## config.mk

```make
export PLATFORM = sky130hd
export DESIGN_NAME = vdp_register_write_arbiter
export DESIGN_NICKNAME = d
export VERILOG_FILES = /design/src/rtl/vdp_register_write_arbiter.sv
export SDC_FILE = /design/constraint.sdc
export NUM_CORES = 1
export LEC_CHECK = 0
export ABC_AREA = 1
export BUFFER_PORTS_ARGS = -buffer_cell sky130_fd_sc_hd__buf_2
export CAP_MARGIN = 20
export CORE_ASPECT_RATIO = 0.75
export CORE_UTILIZATION = 35
export CTS_CLUSTER_DIAMETER = 80
export DETAILED_ROUTE_END_ITERATION = 16
export SYNTH_ARGS = -nofsm -noshare
export SYNTH_HDL_FRONTEND = slang
export SYNTH_SLANG_ARGS = --single-unit
```

## constraint.sdc

```tcl
create_clock -name clk -period 2.25 [get_ports clk]
set_input_delay 0.3375 -clock clk [delete_from_list [all_inputs] [get_ports clk]]
set_output_delay 0.3375 -clock clk [all_outputs]
set_load 0.03 [all_outputs]
```

## src/rtl/vdp_register_write_arbiter.sv

```systemverilog
// Arbitrates VDP register-file writes between a queued CPU host path and the copper.
// Copper normally wins; a burst limit guarantees queued host writes eventually drain.
module vdp_register_write_arbiter #(
  parameter int unsigned FIFO_DEPTH    = 4,
  parameter int unsigned MAX_COP_BURST = 8
) (
  input  logic                        clk,
  input  logic                        reset,
  input  logic                        host_write_en,
  input  logic [4:0]                  host_address,
  input  logic [15:0]                 host_write_data,
  output logic                        host_ready,
  input  logic                        cop_write_en,
  input  logic [4:0]                  cop_write_address,
  input  logic [15:0]                 cop_write_data,
  output logic                        cop_stall,
  input  logic                        vram_write_pending,
  output logic                        register_write_en,
  output logic [4:0]                  register_write_address,
  output logic [15:0]                 register_write_data,
  output logic [$clog2(FIFO_DEPTH):0] fifo_level
);

  localparam int unsigned PtrW   = $clog2(FIFO_DEPTH);
  localparam int unsigned LvlW   = PtrW + 1;
  localparam int unsigned BurstW = $clog2(MAX_COP_BURST + 1);

  typedef enum logic [1:0] {GntNone, GntCop, GntHost} grant_e;

  logic [20:0]        mem_q [FIFO_DEPTH];
  logic [PtrW-1:0]    wr_ptr_q, rd_ptr_q;
  logic [LvlW-1:0]    level_q, level_d;
  logic [BurstW-1:0]  burst_q, burst_d;
  logic               host_ready_q;
  logic               we_q;
  logic [4:0]         addr_q;
  logic [15:0]        data_q;
  logic [20:0]        head;
  grant_e             grant;
  logic               fifo_empty, fifo_full, burst_max, push, pop;

  assign head = mem_q[rd_ptr_q];

  always_comb begin
    fifo_empty = (level_q == '0);
    fifo_full  = (level_q == LvlW'(FIFO_DEPTH));
    burst_max  = (burst_q == BurstW'(MAX_COP_BURST));
    // No bypass: fullness is judged at cycle start, and host_ready blocks a double push.
    push       = host_write_en && !fifo_full && !host_ready_q;

    grant = GntNone;
    if (!reset && !vram_write_pending) begin
      if (cop_write_en && !(!fifo_empty && burst_max)) begin
        grant = GntCop;
      end else if (!fifo_empty) begin
        grant = GntHost;
      end
    end
    pop = (grant == GntHost);

    level_d = level_q + LvlW'(push) - LvlW'(pop);

    burst_d = burst_q;
    if (pop || fifo_empty) begin
      burst_d = '0;
    end else if (grant == GntCop && !burst_max) begin
      burst_d = burst_q + 1'b1;
    end
  end

  always_ff @(posedge clk or posedge reset) begin
    if (reset) begin
      wr_ptr_q     <= '0;
      rd_ptr_q     <= '0;
      level_q      <= '0;
      burst_q      <= '0;
      host_ready_q <= 1'b0;
      we_q         <= 1'b0;
      addr_q       <= '0;
      data_q       <= '0;
    end else begin
      if (push) wr_ptr_q <= wr_ptr_q + 1'b1;
      if (pop)  rd_ptr_q <= rd_ptr_q + 1'b1;
      level_q      <= level_d;
      burst_q      <= burst_d;
      host_ready_q <= push;
      we_q         <= (grant != GntNone);
      if (grant == GntCop) begin
        addr_q <= cop_write_address;
        data_q <= cop_write_data;
      end else if (grant == GntHost) begin
        addr_q <= head[20:16];
        data_q <= head[15:0];
      end
    end
  end

  // Storage needs no reset; pointers and level define what is valid.
  always_ff @(posedge clk) begin
    if (push) mem_q[wr_ptr_q] <= {host_address, host_write_data};
  end

  assign cop_stall              = cop_write_en && (grant != GntCop);
  assign host_ready             = host_ready_q;
  assign register_write_en      = we_q;
  assign register_write_address = addr_q;
  assign register_write_data    = data_q;
  assign fifo_level             = level_q;

endmodule

```

* After elaboration in Yosys (flattened, before gate mapping)
Memories as Yosys holds them, arrays and structs flattened. Index checks and enable logic that the tools add are counted. W data, S select, Z words.
Storage, ports and cells: input bits 47, word-level logic and storage cells 49, RAM bits 84, output and inout bits 27, memories 1, bits in registers 34
Memories:
- mem_q | depth 4, width 21, read ports 1, clocked after Yosys merged registers in 0, wr ports 1, RTL line 30 | logic [20:0] mem_q [FIFO_DEPTH];
Cells by class: reduce and logical (&&, ||, !) cells 19, equality and inequality tests 5, add/subtract/negate cells 5, multiplexer cells 11
Operators by type and width (count):
- $mux W16 | 2
- $mux W5 | 2
- $mux W4 | 2
- $logic_and A1 B1 Y1 | 7
- $logic_not A1 Y1 | 7
- $mux W2 | 3
- $reduce_bool A2 Y1 | 3
- $add A2 B1 Y2 const B | 2
- $add A4 B1 Y4 const B | 1
- $eq A4 B4 Y1 const B | 1
- $add A3 B1 Y3 | 1
- $eq A3 B3 Y1 const B | 1
- $logic_not A3 Y1 | 1
- $sub A3 B1 Y3 | 1
- $eq A2 B1 Y1 const B | 1
- $eq A2 B2 Y1 const B | 1
- $mux W1 | 2
- $ne A2 B1 Y1 const B | 1
- $logic_or A1 B1 Y1 | 1

* Longest topological paths before layout
depth after elaboration 11, gate-level depth with buffers 14, depth with buffers taken out 14

* Worst setup path before layout
No wires, ideal clock.
path type input to register, start input reset, end register level_q[2] (netlist: fifo_level[2]), data required time 2.127 ns, buffers on the path 0, library setup time 0.123 ns, slack -0.566 ns, stages on the path 10, data arrival time 2.693 ns, cells stage by stage inv_1 > nand2_1 > nor2_1 > inv_1 > ha_1 > ha_1 > inv_1 > ha_1 > fa_1 > xnor2_1
On the way: longest elaborated chain between the ends 5
Ends and longest elaborated chain:
- start, declared | RTL line 8 | input logic reset,
- $logic_not A1 Y1 (no line)
- $logic_and A1 B1 Y1 | RTL line 52 | if (!reset && !vram_write_pending) begin
- $mux W2 | RTL line 52
- $eq A2 B2 Y1 | RTL line 59 | pop = (grant == GntHost);
- $sub A3 B1 Y3 | RTL line 61 | level_d = level_q + LvlW'(push) - LvlW'(pop);
- net level_d[2] | RTL line 32 | logic [LvlW-1:0] level_q, level_d;
- end signal, assigned | RTL line 84 | level_q <= level_d;
- end, declared | RTL line 32
The timed path passes the listed nets, and every way through them passes these cells. A chain may end at the register's enable or synchronous reset.

* Worst setup path in the final report
start register burst_q[0], end output cop_stall
On the way: longest elaborated chain between the ends 8
Ends and longest elaborated chain:
- start, declared | RTL line 33 | logic [BurstW-1:0] burst_q, burst_d;
- start signal, assigned | RTL line 85 | burst_q <= burst_d;
- $eq A4 B4 Y1 | RTL line 47 | burst_max = (burst_q == BurstW'(MAX_COP_BURST));
- $logic_and A1 B1 Y1 | RTL line 53 | if (cop_write_en && !(!fifo_empty && burst_max)) begin
- $logic_not A1 Y1 | RTL line 53
- $logic_and A1 B1 Y1 | RTL line 53
- $mux W2 | RTL line 53
- $mux W2 | RTL line 52
- $ne A2 B1 Y1 | RTL line 103 | assign cop_stall = cop_write_en && (grant != GntCop);
- $logic_and A1 B1 Y1 | RTL line 103
- end, declared | RTL line 16 | output logic cop_stall,
No other way between the ends.

==> results.md <==
* Worst-Skew Late Latency at 400 ps
* Clk_skew at 10.66 ps
* Vias in the first global route at 3291
* Clock root buffer: clkbuf_16
* WL per Instance at 13.85 microns
* CTS Buf Count at 17
* Min Clock Period, post-route at 2229 ps
* First-pass GRT wire length at 17370 microns
* Register area share after synthesis at 0.6569
* Layout cells sized above 1 at 0.2826
* Post-Syn Area at 5135 sq um
* Commonest cells in the netlist: 185 x nand2_1, 84 x edfxtp_1, 55 x nor2_1
* Post-synth cell types at 25
* Synth Register Bits at 118
* VDD IR-drop max at 0.0004725 V
* CTS Sinks at 118
* Worst-margin pin slew at 479.3 ps
* Status: finished, final reports clean
* Worst slack at placement at 9.982 ps
* Syn nets at 553
* Crit. End Element: output port
* CTS clock-pin slew for the worst setup and hold paths at 50 ps
* DR DRC count at 0
* Clk buf depth at 2
* Post-synthesis instance total at 494
* IO Count at 74
* Critical path data arrival time at 1890 ps
* Syn avg cell area at 10.39 sq um
* Synth area leader: edfxtp_1
* Die W at 141.9 microns
* ANT nets after route at 0
* Hold Path Class: in -> async
* I/O Buffers at 73
* Top-count cell post-synth: nand2_1
* Vias post-DR at 3545
* WP data required at 1910 ps
* Largest net degree at the start of global routing at 43
* Synth Flop Type: edfxtp_1
* Synth async-reset ratio at 0.2881
* CTS tree: yes
* Layout Nets at 645
* Yosys top cell area share at 0.4912
* Setup TNS at 0 ps
* Post-synth EDFFs at 84
* Core ar. at 14030 sq um
* Hpwl dp at 7072 microns
* RSZ-0062 raised after global routing: true
* Setup violators final at 0
* Initial drt markers at 220
* Max Slew Vio Count at 0
* Leakage at 0.002885 uW
* P&R area growth vs syn at 26.19%
* Total GRT Usage at 0.1554
* Tcrit/Tclk final at 0.9907
* GPL Wtd Cong at 0.7682
* DR pass1 iterations at 4
* Row count at 37
* Synth Warn # at 0
* Max-Cap Viols at 0
* Max Fanout on Critical Path at 3
* Critical setup path kind: reg -> out
* Pwr per Cell Area at 1354 nW/um^2
* Worst Setup Slack, final at 21.01 ps
* Fmax at 448.6 MHz
* N_diodes at 0
* Starting density of the core at 0.3661
* Hold_ws at 109.3 ps
* Die height at 106.9 microns
* Die area at 15160 sq um
* Initial antenna violation count at 3
* Worst setup SP type: flip-flop
* Final Hold Viols at 0
* H-tree depth at 4
* Total grt overflow at 0
* Top post-synthesis cells by area: edfxtp_1 49%, dfrtp_1 17%, nand2_1 14%
* Tot Pwr at 8774 uW
* Drt total wl at 10990 microns
* Worst relative slew slack at 0.6800
* Vias per cell at 4.470
==> flip-flops by register name, indices dropped and copies added, names as in the netlist <==
signal	flops
register_write_en	1
register_write_data	16
register_write_address	5
wr_ptr_q	2
fifo_level	3
rd_ptr_q	2
burst_q	4
mem_q	84
host_ready	1
==> power breakdown <==
part / internal [uW] / total, uW / switching, uW
sequential: 2880 / 3140 / 261
clock: 1830 / 2710 / 880
combinational: 917 / 2930 / 2010
total: 5620 / 8770 / 3150
==> worst max-delay path: stages, from the launching register on <==
cell and delay, ps:
dfrtp_1 380, inv_2 80, ha_4 140, nand2_4 50, nor2_4 90, nand2_1 70, nand2_2 100, nand4_1 120
ha_2 210, nor2_2 110, buf_6 140
==> logic make-up after synthesis <==
family                     Yosys count  share of synthesized area
xor gates and xnor gates             4                   0.006824
adders and majority gates           12                    0.03070
buffers and inverters               47                    0.05093
and+or+nand+nor                    308                     0.2468
DFF                                118                     0.6569
AOI/OAI and AO/OA                    5                   0.007796
==> stage by stage <==
step,instances,instance area [sq um],util
final,793,6480,0.4620
after global routing,793,6480,0.4620
after CTS,792,6449,0.4597
after detailed placement,758,5807,0.4140
after global placement,758,5807,0.4140
after floorplan,494,5194,-
==> metal layers <==
metal	vias to the layer above	part of all wire	global-route usage
met3	17	0.071	0.06208
met1	1642	0.50	0.2150
met5	-	0.0039	0
met2	94	0.42	0.2189
li1	1786	-	-
met4	6	0.0095	0.05453
==> final cells by class <==
type                            instances  area (sq um)
Clock buffer                           20         436.7
Clock inverter                         11         157.7
Fill cell                            1264          7547
Inverter                               26         106.4
Multi-Input combinational cell        329          1605
Sequential cell                       118          3376
Tap cell                              195         244.0
Timing Repair Buffer                   94         554.3
==> worst paths after layout <==
path	from	to	slack (ps)	cells past startpoint
worst min register to register	register_write_data[6]	register_write_data[6]	480	2
worst min-delay path	reset	register_write_data[7]	110	3
min in group clk	host_address[1]	mem_q[0][17]	150	1
max in group asynchronous	reset	fifo_level[0]	1800	3
worst max register to register	burst_q[0]	fifo_level[1]	50	13
worst max-delay path	burst_q[0]	cop_stall	20	10
==> what timing repair did <==
action	CTS	global route
buffers inserted	3	1
hold buffers	0	0
resized for setup	9	6
endpoints found under the setup margin	1	5
pin swaps	7	5
cloned	0	0
==> layout by cell type (no fill, tap or decap), types with 2 or more instances in the layout <==
master        n
clkbuf_16    17
clkinv_1      4
clkbuf_1      3
nand3_1      47
nor2_1       46
nand2_2      21
bufinv_16     4
ha_4          4
ha_1          6
inv_1        16
buf_4        19
clkinvlp_4    2
buf_12        2
nand2_1     182
edfxtp_1     84
buf_2        72
dfrtp_2       2
nand4_1       2
xor2_1        3
nor2_2        6
nor2_4        3
clkinv_2      2
dfrtp_1      32
inv_2         7
Note: power is estimated with default switching activity, not from simulation.
